==> src/rtl/ghost_pkg.sv <==
// Shared constants for the ghostchip timer block: default sizing and CHIP-8 channel indices.
package ghost_pkg;

    localparam int unsigned CLK_HZ     = 12_000_000;
    localparam int unsigned TIMER_W    = 8;
    localparam int unsigned NUM_TIMERS = 2;

    localparam int unsigned CH_DT = 0;
    localparam int unsigned CH_ST = 1;

endpackage

==> src/rtl/ghost_tone_gen.sv <==
// Programmable-pitch square wave for the piezo pair; silent and reset-to-zero whenever inactive.
module ghost_tone_gen #(
    parameter int unsigned TONE_W = 16
) (
    input  logic              clk,
    input  logic              rst,
    input  logic              active,
    input  logic [TONE_W-1:0] tone_period,
    output logic              speaker,
    output logic              speaker_inv
);

    logic [TONE_W-1:0] cnt_q;
    logic              tone_q;
    logic              spk_q;
    logic              spk_inv_q;

    always_ff @(posedge clk) begin
        if (rst) begin
            cnt_q     <= '0;
            tone_q    <= 1'b0;
            spk_q     <= 1'b0;
            spk_inv_q <= 1'b0;
        end else begin
            // Outputs use tone_q before this edge so both legs fall together when active drops.
            spk_q     <= active & tone_q;
            spk_inv_q <= active & ~tone_q;
            if (!active) begin
                cnt_q  <= '0;
                tone_q <= 1'b0;
            end else if (cnt_q >= tone_period - TONE_W'(1)) begin
                cnt_q  <= '0;
                tone_q <= ~tone_q;
            end else begin
                cnt_q <= cnt_q + TONE_W'(1);
            end
        end
    end

    assign speaker     = spk_q;
    assign speaker_inv = spk_inv_q;

endmodule

==> src/rtl/ghost_timer_unit.sv <==
// Frame tick prescaler, CHIP-8 style down-counting timer array and sound-timer-gated piezo driver.
module ghost_timer_unit
    import ghost_pkg::*;
#(
    parameter int unsigned CLK_HZ     = ghost_pkg::CLK_HZ,
    parameter int unsigned TICK_HZ    = 60,
    parameter int unsigned NUM_TIMERS = ghost_pkg::NUM_TIMERS,
    parameter int unsigned TIMER_W    = ghost_pkg::TIMER_W,
    parameter int unsigned SOUND_CH   = CH_ST,
    parameter int unsigned TONE_W     = 16,
    parameter int unsigned SEL_W      = $clog2(NUM_TIMERS)
) (
    input  logic                  clk,
    input  logic                  rst,
    input  logic                  wr_en,
    input  logic [SEL_W-1:0]      wr_sel,
    input  logic [TIMER_W-1:0]    wr_data,
    input  logic [SEL_W-1:0]      rd_sel,
    output logic [TIMER_W-1:0]    rd_data,
    output logic                  tick,
    output logic [NUM_TIMERS-1:0] zero,
    input  logic [TONE_W-1:0]     tone_period,
    input  logic                  mute,
    output logic                  speaker,
    output logic                  speaker_inv
);

    localparam int unsigned TICK_DIV = CLK_HZ / TICK_HZ;
    localparam int unsigned PRE_W    = $clog2(TICK_DIV);

    logic [PRE_W-1:0]   pre_q;
    logic               tick_q;
    logic [TIMER_W-1:0] timer_q [NUM_TIMERS];
    logic [TIMER_W-1:0] rd_data_q;
    logic [TIMER_W-1:0] rd_data_d;
    logic               active;

    always_ff @(posedge clk) begin
        if (rst) begin
            pre_q  <= '0;
            tick_q <= 1'b0;
        end else begin
            tick_q <= (pre_q == PRE_W'(TICK_DIV - 1));
            if (pre_q == PRE_W'(TICK_DIV - 1)) begin
                pre_q <= '0;
            end else begin
                pre_q <= pre_q + PRE_W'(1);
            end
        end
    end

    // A write to a channel overrides that channel's decrement in the same cycle.
    always_ff @(posedge clk) begin
        for (int unsigned i = 0; i < NUM_TIMERS; i++) begin
            if (rst) begin
                timer_q[i] <= '0;
            end else if (wr_en && (SEL_W'(i) == wr_sel)) begin
                timer_q[i] <= wr_data;
            end else if (tick_q && (timer_q[i] != '0)) begin
                timer_q[i] <= timer_q[i] - TIMER_W'(1);
            end
        end
    end

    // Out-of-range selects match no channel and read as 0.
    always_comb begin
        rd_data_d = '0;
        for (int unsigned i = 0; i < NUM_TIMERS; i++) begin
            if (SEL_W'(i) == rd_sel) begin
                rd_data_d = timer_q[i];
            end
        end
    end

    always_ff @(posedge clk) begin
        if (rst) begin
            rd_data_q <= '0;
        end else begin
            rd_data_q <= rd_data_d;
        end
    end

    always_comb begin
        zero = '0;
        for (int unsigned i = 0; i < NUM_TIMERS; i++) begin
            zero[i] = (timer_q[i] == '0);
        end
    end

    assign active  = (timer_q[SOUND_CH] != '0) && (tone_period != '0) && !mute;
    assign tick    = tick_q;
    assign rd_data = rd_data_q;

    ghost_tone_gen #(
        .TONE_W (TONE_W)
    ) u_tone (
        .clk         (clk),
        .rst         (rst),
        .active      (active),
        .tone_period (tone_period),
        .speaker     (speaker),
        .speaker_inv (speaker_inv)
    );

endmodule

==> config.mk <==
export PLATFORM = sky130hd
export DESIGN_NAME = ghost_timer_unit
export DESIGN_NICKNAME = d
export VERILOG_FILES = /design/src/rtl/ghost_pkg.sv /design/src/rtl/ghost_tone_gen.sv /design/src/rtl/ghost_timer_unit.sv
export SDC_FILE = /design/constraint.sdc
export NUM_CORES = 1
export LEC_CHECK = 0
export CAP_MARGIN = 20
export CORE_MARGIN = 2
export CORE_UTILIZATION = 50
export CTS_CLUSTER_SIZE = 25
export DETAILED_ROUTE_END_ITERATION = 8
export GPL_TIMING_DRIVEN = 0
export HOLD_SLACK_MARGIN = 0.03
export PLACE_DENSITY = 0.74
export SYNTH_ARGS = -nofsm -noshare
export SYNTH_HDL_FRONTEND = slang
export SYNTH_SLANG_ARGS = --single-unit
==> constraint.sdc <==
create_clock -name clk -period 2.4 [get_ports clk]
set_input_delay 0.48 -clock clk [delete_from_list [all_inputs] [get_ports clk]]
set_output_delay 0.48 -clock clk [all_outputs]
set_load 0.02 [all_outputs]
==> results of run 1 <==
how the worst max path moves through the flow:
stage | start | endpoint | slack, ns
CTS | tone_period[8] | u_tone.tone_q | -0.18
floorplan | tone_period[8] | u_tone.cnt_q[8] | -0.05
finish | tone_period[5] | u_tone.cnt_q[4] | -0.25
global placement | tone_period[9] | u_tone.cnt_q[12] | -1.01
global route | tone_period[5] | u_tone.cnt_q[3] | -0.40
detailed placement | tone_period[9] | u_tone.cnt_q[5] | -1.0
stage by stage:
step	area (µm²)	total power [µW]
global placement	3950	1420
floorplan	3440	1300
finish	4330	2260
CTS	4250	2270
global route	4330	2360
detailed placement	3950	1430
registers in the layout, indices dropped and copies added, names as in the netlist:
name,count
pre_q,18
u_tone.speaker_inv,1
u_tone.speaker,1
rd_data,8
u_tone.tone_q,1
timer_q,16
u_tone.cnt_q,16
tick,1
cells in the final DEF (no fill, tap or decap), types with 4 or more instances in the layout:
cell type                         count
sky130_fd_sc_hd__and3_1               7
sky130_fd_sc_hd__dlygate4sd2_1        4
sky130_fd_sc_hd__a21oi_1              9
sky130_fd_sc_hd__buf_2                8
sky130_fd_sc_hd__edfxtp_1            16
sky130_fd_sc_hd__mux2i_1              8
sky130_fd_sc_hd__o21ai_1              8
sky130_fd_sc_hd__nand2_1             40
sky130_fd_sc_hd__clkbuf_1             6
sky130_fd_sc_hd__xor2_1              29
sky130_fd_sc_hd__xnor2_1             25
sky130_fd_sc_hd__ha_1                22
sky130_fd_sc_hd__nor4_1               4
sky130_fd_sc_hd__inv_1               12
sky130_fd_sc_hd__dfxtp_1             46
sky130_fd_sc_hd__nor4_4               4
sky130_fd_sc_hd__clkbuf_8            12
sky130_fd_sc_hd__nor2_1              47
sky130_fd_sc_hd__and4_1               5
sky130_fd_sc_hd__nand3_1             17
sky130_fd_sc_hd__nand2b_1             4
sky130_fd_sc_hd__nor2_2               7
sky130_fd_sc_hd__clkdlybuf4s50_1     26
sky130_fd_sc_hd__o21ai_0             13
sky130_fd_sc_hd__buf_4               11
sky130_fd_sc_hd__nor3_1               7
sky130_fd_sc_hd__nand4_1             12
final cells by class:
| type | instances | area [µm²] | area share (%) |
|---|---|---|---|
| clock inverters | 1 | 5.00 | 0.116 |
| repair buffers | 54 | 488 | 11.3 |
| inverters | 14 | 52.6 | 1.21 |
| well taps | 80 | 100 | 2.31 |
| clock buffers | 15 | 176 | 4.08 |
| multi-input cells | 296 | 2070 | 48.0 |
| flip-flops and latches | 62 | 1400 | 32.4 |
| plain buffers | 5 | 27.5 | 0.636 |
metal layers:
metal | share of wire [%] | track usage [%] | wire length, µm | up-vias
li1 | - | - | - | 1448
met1 | 47 | 27.8 | 3520 | 1307
met2 | 47 | 32.3 | 3480 | 71
met3 | 4.5 | 4.38 | 338 | 12
met4 | 1.5 | 8.81 | 110 | 0
met5 | 0 | 0 | 0 | -
synthesized netlist by cell type, drive strengths merged (4+ instances only):
cell type   n
mux2i       8
nor4        9
xnor2      26
ha         23
a21oi      10
inv        14
nor3       10
nor2       55
edfxtp     16
nand4      12
nand2      40
dfxtp      46
nand2b      4
xor2       29
and3        7
and4        5
nand3      19
o21ai      21
power breakdown:
group | internal (µW) | total (µW) | switching, µW
Combinational | 142 | 295 | 153
Sequential | 1110 | 1140 | 33.4
Clock | 459 | 821 | 362
Total | 1710 | 2260 | 548
logic make-up (layout without fill, tap and decap cells):
| group | after synthesis | count (layout) | synth area share (%) |
|---|---|---|---|
| AND/OR/NAND/NOR | 174 | 174 | 25.4 |
| flip-flops | 62 | 62 | 41.1 |
| XOR/XNOR | 55 | 55 | 14.1 |
| AO/OA/AOI/OAI | 35 | 35 | 5.95 |
| adder cells (fa/ha/maj) | 23 | 23 | 8.45 |
| buffers and inverters | 19 | 89 | 2.24 |
| multiplexers | 9 | 9 | 2.68 |
repair_timing:
action,CTS,global route
endpoints found under the setup margin,19,19
buffers inserted,9,3
pin swaps,17,20
resized for setup,66,14
cloned,1,0
==> metrics.txt, run 1 <==
outcome=complete, but fails checks; violations in the final reports=negative setup slack; DRT Wirelength=7450 µm; Worst path top cell family by delay=simple AND/OR/NAND/NOR gates; Setup Skew=approximately 0.011 ns; transition time at the pin with the least slew margin=slightly above 0.9 ns; final hold violations=0; area growth from synthesis to layout=27.0%; number of hold buffers added after CTS=0; Tcrit/Tclk final=110%; type of the setup path with the least slack=in2reg; Setup WS pre-CTS=-0.998 ns; total buffers and inverters traversed by the critical path=3; count of maximum capacitance violations=0; diode insertion count for antenna repair=0; Min-Delay Endpoint=u_tone.speaker_inv; DRC violation total after the first TritonRoute iteration=roughly 140; slack of the worst reg-to-reg path=about 0.44 ns; DIE WIDTH=~87 µm; Nets=just under 500; Synthesis Warnings=0; worst-path cell chain=buf_8, nor4_4, nand3_2, nor3_4, xnor2_2, ha_1, buf_6, a21oi_2, o21ai_1, a21oi_1, nand4_1, buf_4, nor2_1; total grt overflow=0; area of the core=6680 µm²; worst slew margin relative to its limit=37.8%; clock buffer count from CTS=9; H-tree depth=3; fin worst setup slack=-0.247 ns; Reg2Reg Launch Point=timer_q[1][0]; arrival time of data at the critical path endpoint=2.91 ns; type of the most critical hold path=reg2reg; async set-reset flop share out of synthesis=0%; static leakage=0.00164 µW; number of logic stages on the critical path including buffering=13; number of pins with negative max-slew slack in the final report=0; placed wire-length estimate after detailed placement=5300 µm; top fanout value on the critical path=5; Worst path max stage delay=0.37 ns; clock latency of the later-clocked register in the worst-skew pair=0.33 ns; total standard cell area after synthesis=3410 µm²; full die area=7490 µm²; root cell of the clock tree=sky130_fd_sc_hd__clkbuf_8; number of optimization iterations in the first detailed-route pass=4; count of flip-flops with a built-in enable after synthesis=16; sort of element at the end of the critical path=flip-flop; worst r2r dst=u_tone.cnt_q[4]; pin count of the biggest net entering global routing=11; ratio of cells with drive above 1 in the final layout=14.5%; clock-pin slew on the worst setup and hold paths=around 0.070 ns; sequential area share after synthesis=41.1%; post-route minimum period=2.65 ns; startpoint type of the worst setup path=primary input; final-report setup violation count=17; initial cell density of the core=51.0%; WHS Path Cells=1; Worst VDD drop=0.321 mV; Yosys top cell by area=sky130_fd_sc_hd__dfxtp_1; weighted congestion at the end of routability-driven global placement=0.846; number of buffers inserted by port buffering=41; antenna violations before repair=0; post-route core utilization=64.7%; all-layer global routing usage=20.7%; number of cell instances on the worst register-to-register path=7; Post-Synthesis Mean Instance Area=between 9 and 10 µm²; Pwr Density=521 nW/µm²; TritonCTS Sinks=62; synth unique cells=38; Rows=30; total placed cells including tap cells=498; Worst Hold Launch=u_tone.tone_q; synthesized flop and latch total=62; Yosys top cell area share=a little over a quarter; largest cells by area after synthesis=sky130_fd_sc_hd__dfxtp_1 27%, sky130_fd_sc_hd__edfxtp_1 14%, sky130_fd_sc_hd__ha_1 8.4%; final standard cell count with taps included and fillers excluded=527; final-layout setup total negative slack=-3.87 ns; predominant post-synthesis flop cell=sky130_fd_sc_hd__dfxtp_1; I/O pins=43; maximum buffer depth of the clock tree=2; drc violations=0; wire length of the first global-routing pass=12,200 µm; detailed-route via count=2,838; antenna-violating nets left=0; CTS tree=built; final routed wire length divided by cell count=14.1 µm; required time of the critical path=between 2 and 3 ns; Die Y-Extent=around 87 µm; Synth Instances=377; vias in the first global route=2,693; final worst hold slack=0.422 ns; Post-Synthesis Net Count=430; unrepaired setup endpoints after global routing=yes; Vias per Instance=5.39; FMAX=approximately 380 MHz; slowest stage cell on the critical path=sky130_fd_sc_hd__nor4_4; count of filler cells inserted in the layout=552
(Power assumes the default switching activity.)
==> run 2: changes to the inputs <==
CORE_MARGIN = not set   (was 2)
==> metrics.txt, run 2 (synthesized netlist as in run 1, its figures left out) <==
most frequent cells in the layout=46 x sky130_fd_sc_hd__dfxtp_1, 41 x sky130_fd_sc_hd__nor2_1, 40 x sky130_fd_sc_hd__nand2_1, 28 x sky130_fd_sc_hd__xor2_1; FMAX=384 MHz; static leakage=0.00173 µW; all-layer global routing usage=approximately 22%; outcome=complete, but fails checks; Worst path max stage delay=0.33 ns; Worst path top cell family by delay=simple AND/OR/NAND/NOR gates; CTS tree=built; final routed wire length divided by cell count=15.3 µm; TritonCTS Sinks=62; Setup Skew=about 0.009 ns; antenna violations before repair=0; critical path launch point=tone_period[5]; DRT Wirelength=approximately 8000 µm; placed wire-length estimate after detailed placement=about 5300 µm; final worst hold slack=around 0.43 ns; Pwr Density=536 nW/µm²; Reg2Reg Launch Point=timer_q[1][0]; most common cell after layout, fill and taps aside=sky130_fd_sc_hd__dfxtp_1; violations in the final reports=design-rule violations, negative setup slack; area of the core=roughly 6500 µm²; final hold violations=0; pin count of the biggest net entering global routing=11; reported net switching power=590 µW; number of optimization iterations in the first detailed-route pass=7; arrival time of data at the critical path endpoint=2.83 ns; H-tree depth=3; DIE WIDTH=84.5 µm; area growth from synthesis to layout=32.7%; number of buffers inserted by port buffering=41; type of the setup path with the least slack=in2reg; proportion of power drawn by flip-flops and latches=between 40% and 50%; wire length of the first global-routing pass=12,600 µm; final-report setup violation count=17; total grt overflow=0; Tcrit/Tclk final=108%; number of flip-flops under the largest register name=18; antenna-violating nets left=0; worst slew margin relative to its limit=36.5%; Clk network pwr share=between 30 and 40%; DRC violation total after the first TritonRoute iteration=159; worst-path cell chain=buf_12, nor4_4, buf_4, nand3_4, buf_6, xor2_2, ha_1, nand4_1, nor4_2, o21ai_2, nand4_1, buf_6, buf_6, nor2_1; Worst VDD drop=0.436 mV; top flop regs=pre_q (18), timer_q (16), u_tone.cnt_q (16); initial cell density of the core=52.8%; Comb power frac=13.5%; required time of the critical path=2.62 ns; drc violations=3; transition time at the pin with the least slew margin=0.951 ns; Die Y-Extent=84.5 µm; Nets=506; I/O pins=43; Rows=29; internal power consumption=1840 µW; vias in the first global route=2,735; largest register by flop count=pre_q; diode insertion count for antenna repair=0; full die area=7150 µm²; root cell of the clock tree=sky130_fd_sc_hd__clkbuf_8; number of pins with negative max-slew slack in the final report=0; sort of element at the end of the critical path=flip-flop; maximum buffer depth of the clock tree=2; Switching Share=24.3%; ratio of cells with drive above 1 in the final layout=19.4%; unrepaired setup endpoints after global routing=yes; cell type with the highest occurrence count on the critical path=sky130_fd_sc_hd__buf_6; weighted congestion at the end of routability-driven global placement=0.838; clock latency of the later-clocked register in the worst-skew pair=0.34 ns; total placed cells including tap cells=495; total buffers and inverters traversed by the critical path=5; slowest stage cell on the critical path=sky130_fd_sc_hd__nor4_2; post-route minimum period=2.60 ns; count of maximum capacitance violations=0; final standard cell count with taps included and fillers excluded=535; clock buffer count from CTS=9; top fanout value on the critical path=5; Worst Hold Launch=u_tone.tone_q; clock-pin slew on the worst setup and hold paths=0.06 ns; Vias per Instance=5.60; Setup WS pre-CTS=-1.04 ns; detailed-route via count=~3,000; startpoint type of the worst setup path=primary input; type of the most critical hold path=reg2reg; fin worst setup slack=-0.201 ns
==> run 2: worst register-to-register path: stages, from the launching register on <==
cell and delay, ns:
sky130_fd_sc_hd__edfxtp_1 0.42, sky130_fd_sc_hd__inv_1 0.09, sky130_fd_sc_hd__ha_1 0.22, sky130_fd_sc_hd__a311oi_1 0.38, sky130_fd_sc_hd__o41a_1 0.28, sky130_fd_sc_hd__nand4_1 0.16, sky130_fd_sc_hd__buf_6 0.17, sky130_fd_sc_hd__buf_6 0.14
sky130_fd_sc_hd__nor2_1 0.09
==> run 2: path summary, 6_finish.rpt <==
kind | slack [ns] | depth (start not counted) | end
max reg2reg | 0.38 | 8 | u_tone.cnt_q[9]
max | -0.20 | 14 | u_tone.cnt_q[9]
min reg2reg | 0.43 | 1 | u_tone.speaker_inv
min | 0.43 | 1 | u_tone.speaker_inv
==> run 2: power groups by stage <==
stage	combinational, µW	clock (µW)	sequential [µW]
floorplan	142	0	1160
global placement	262	0	1160
detailed placement	268	0	1160
CTS	300	975	1140
global route	356	1020	1140
finish	328	959	1140
==> run 2: final cells by class <==
| cell class | instances | area, µm² |
|---|---|---|
| multi-input combinational | 296 | 2130 |
| fill | 488 | 1940 |
| sequential | 62 | 1400 |
| timing repair buffer | 65 | 601 |
| clock buffer | 13 | 170 |
| tap | 77 | 96.3 |
| inverter | 14 | 52.6 |
| clock inverter | 3 | 40.0 |
| buffer | 5 | 27.5 |
==> run 2: per-layer routing <==
metal	global-route usage [%]	up-vias	share of wire (%)
met5	0	-	0
met4	5.55	0	2.1
met3	6.69	22	5.7
met2	37.5	104	50
met1	28.6	1400	42
li1	-	1470	-
==> run 2: repair_timing <==
item	4_1_cts	5_1_grt
buffers inserted	17	7
pin swaps	31	22
hold buffers	0	0
gates cloned	1	0
resized for setup	74	36
endpoints found under the setup margin	19	18
==> run 2: stage by stage <==
stage	setup TNS, ns	cell area [µm²]	util (%)	power [µW]
floorplan	-0.534	3440	-	1300
global placement	-16.13	3950	61.1	1420
detailed placement	-17.26	3950	61.1	1430
CTS	-1.91	4380	67.7	2410
global route	-3.87	4520	70.0	2510
finish	-2.54	4520	70.0	2430
==> run 3: changes to the inputs <==
CTS_CLUSTER_SIZE = 28   (was 25)
SKIP_LAST_GASP = 1   (was not set)
SLEW_MARGIN = 0   (was not set)
==> results of run 3 <==
No change in the layout: final DEF, timing and power equal those of run 2.
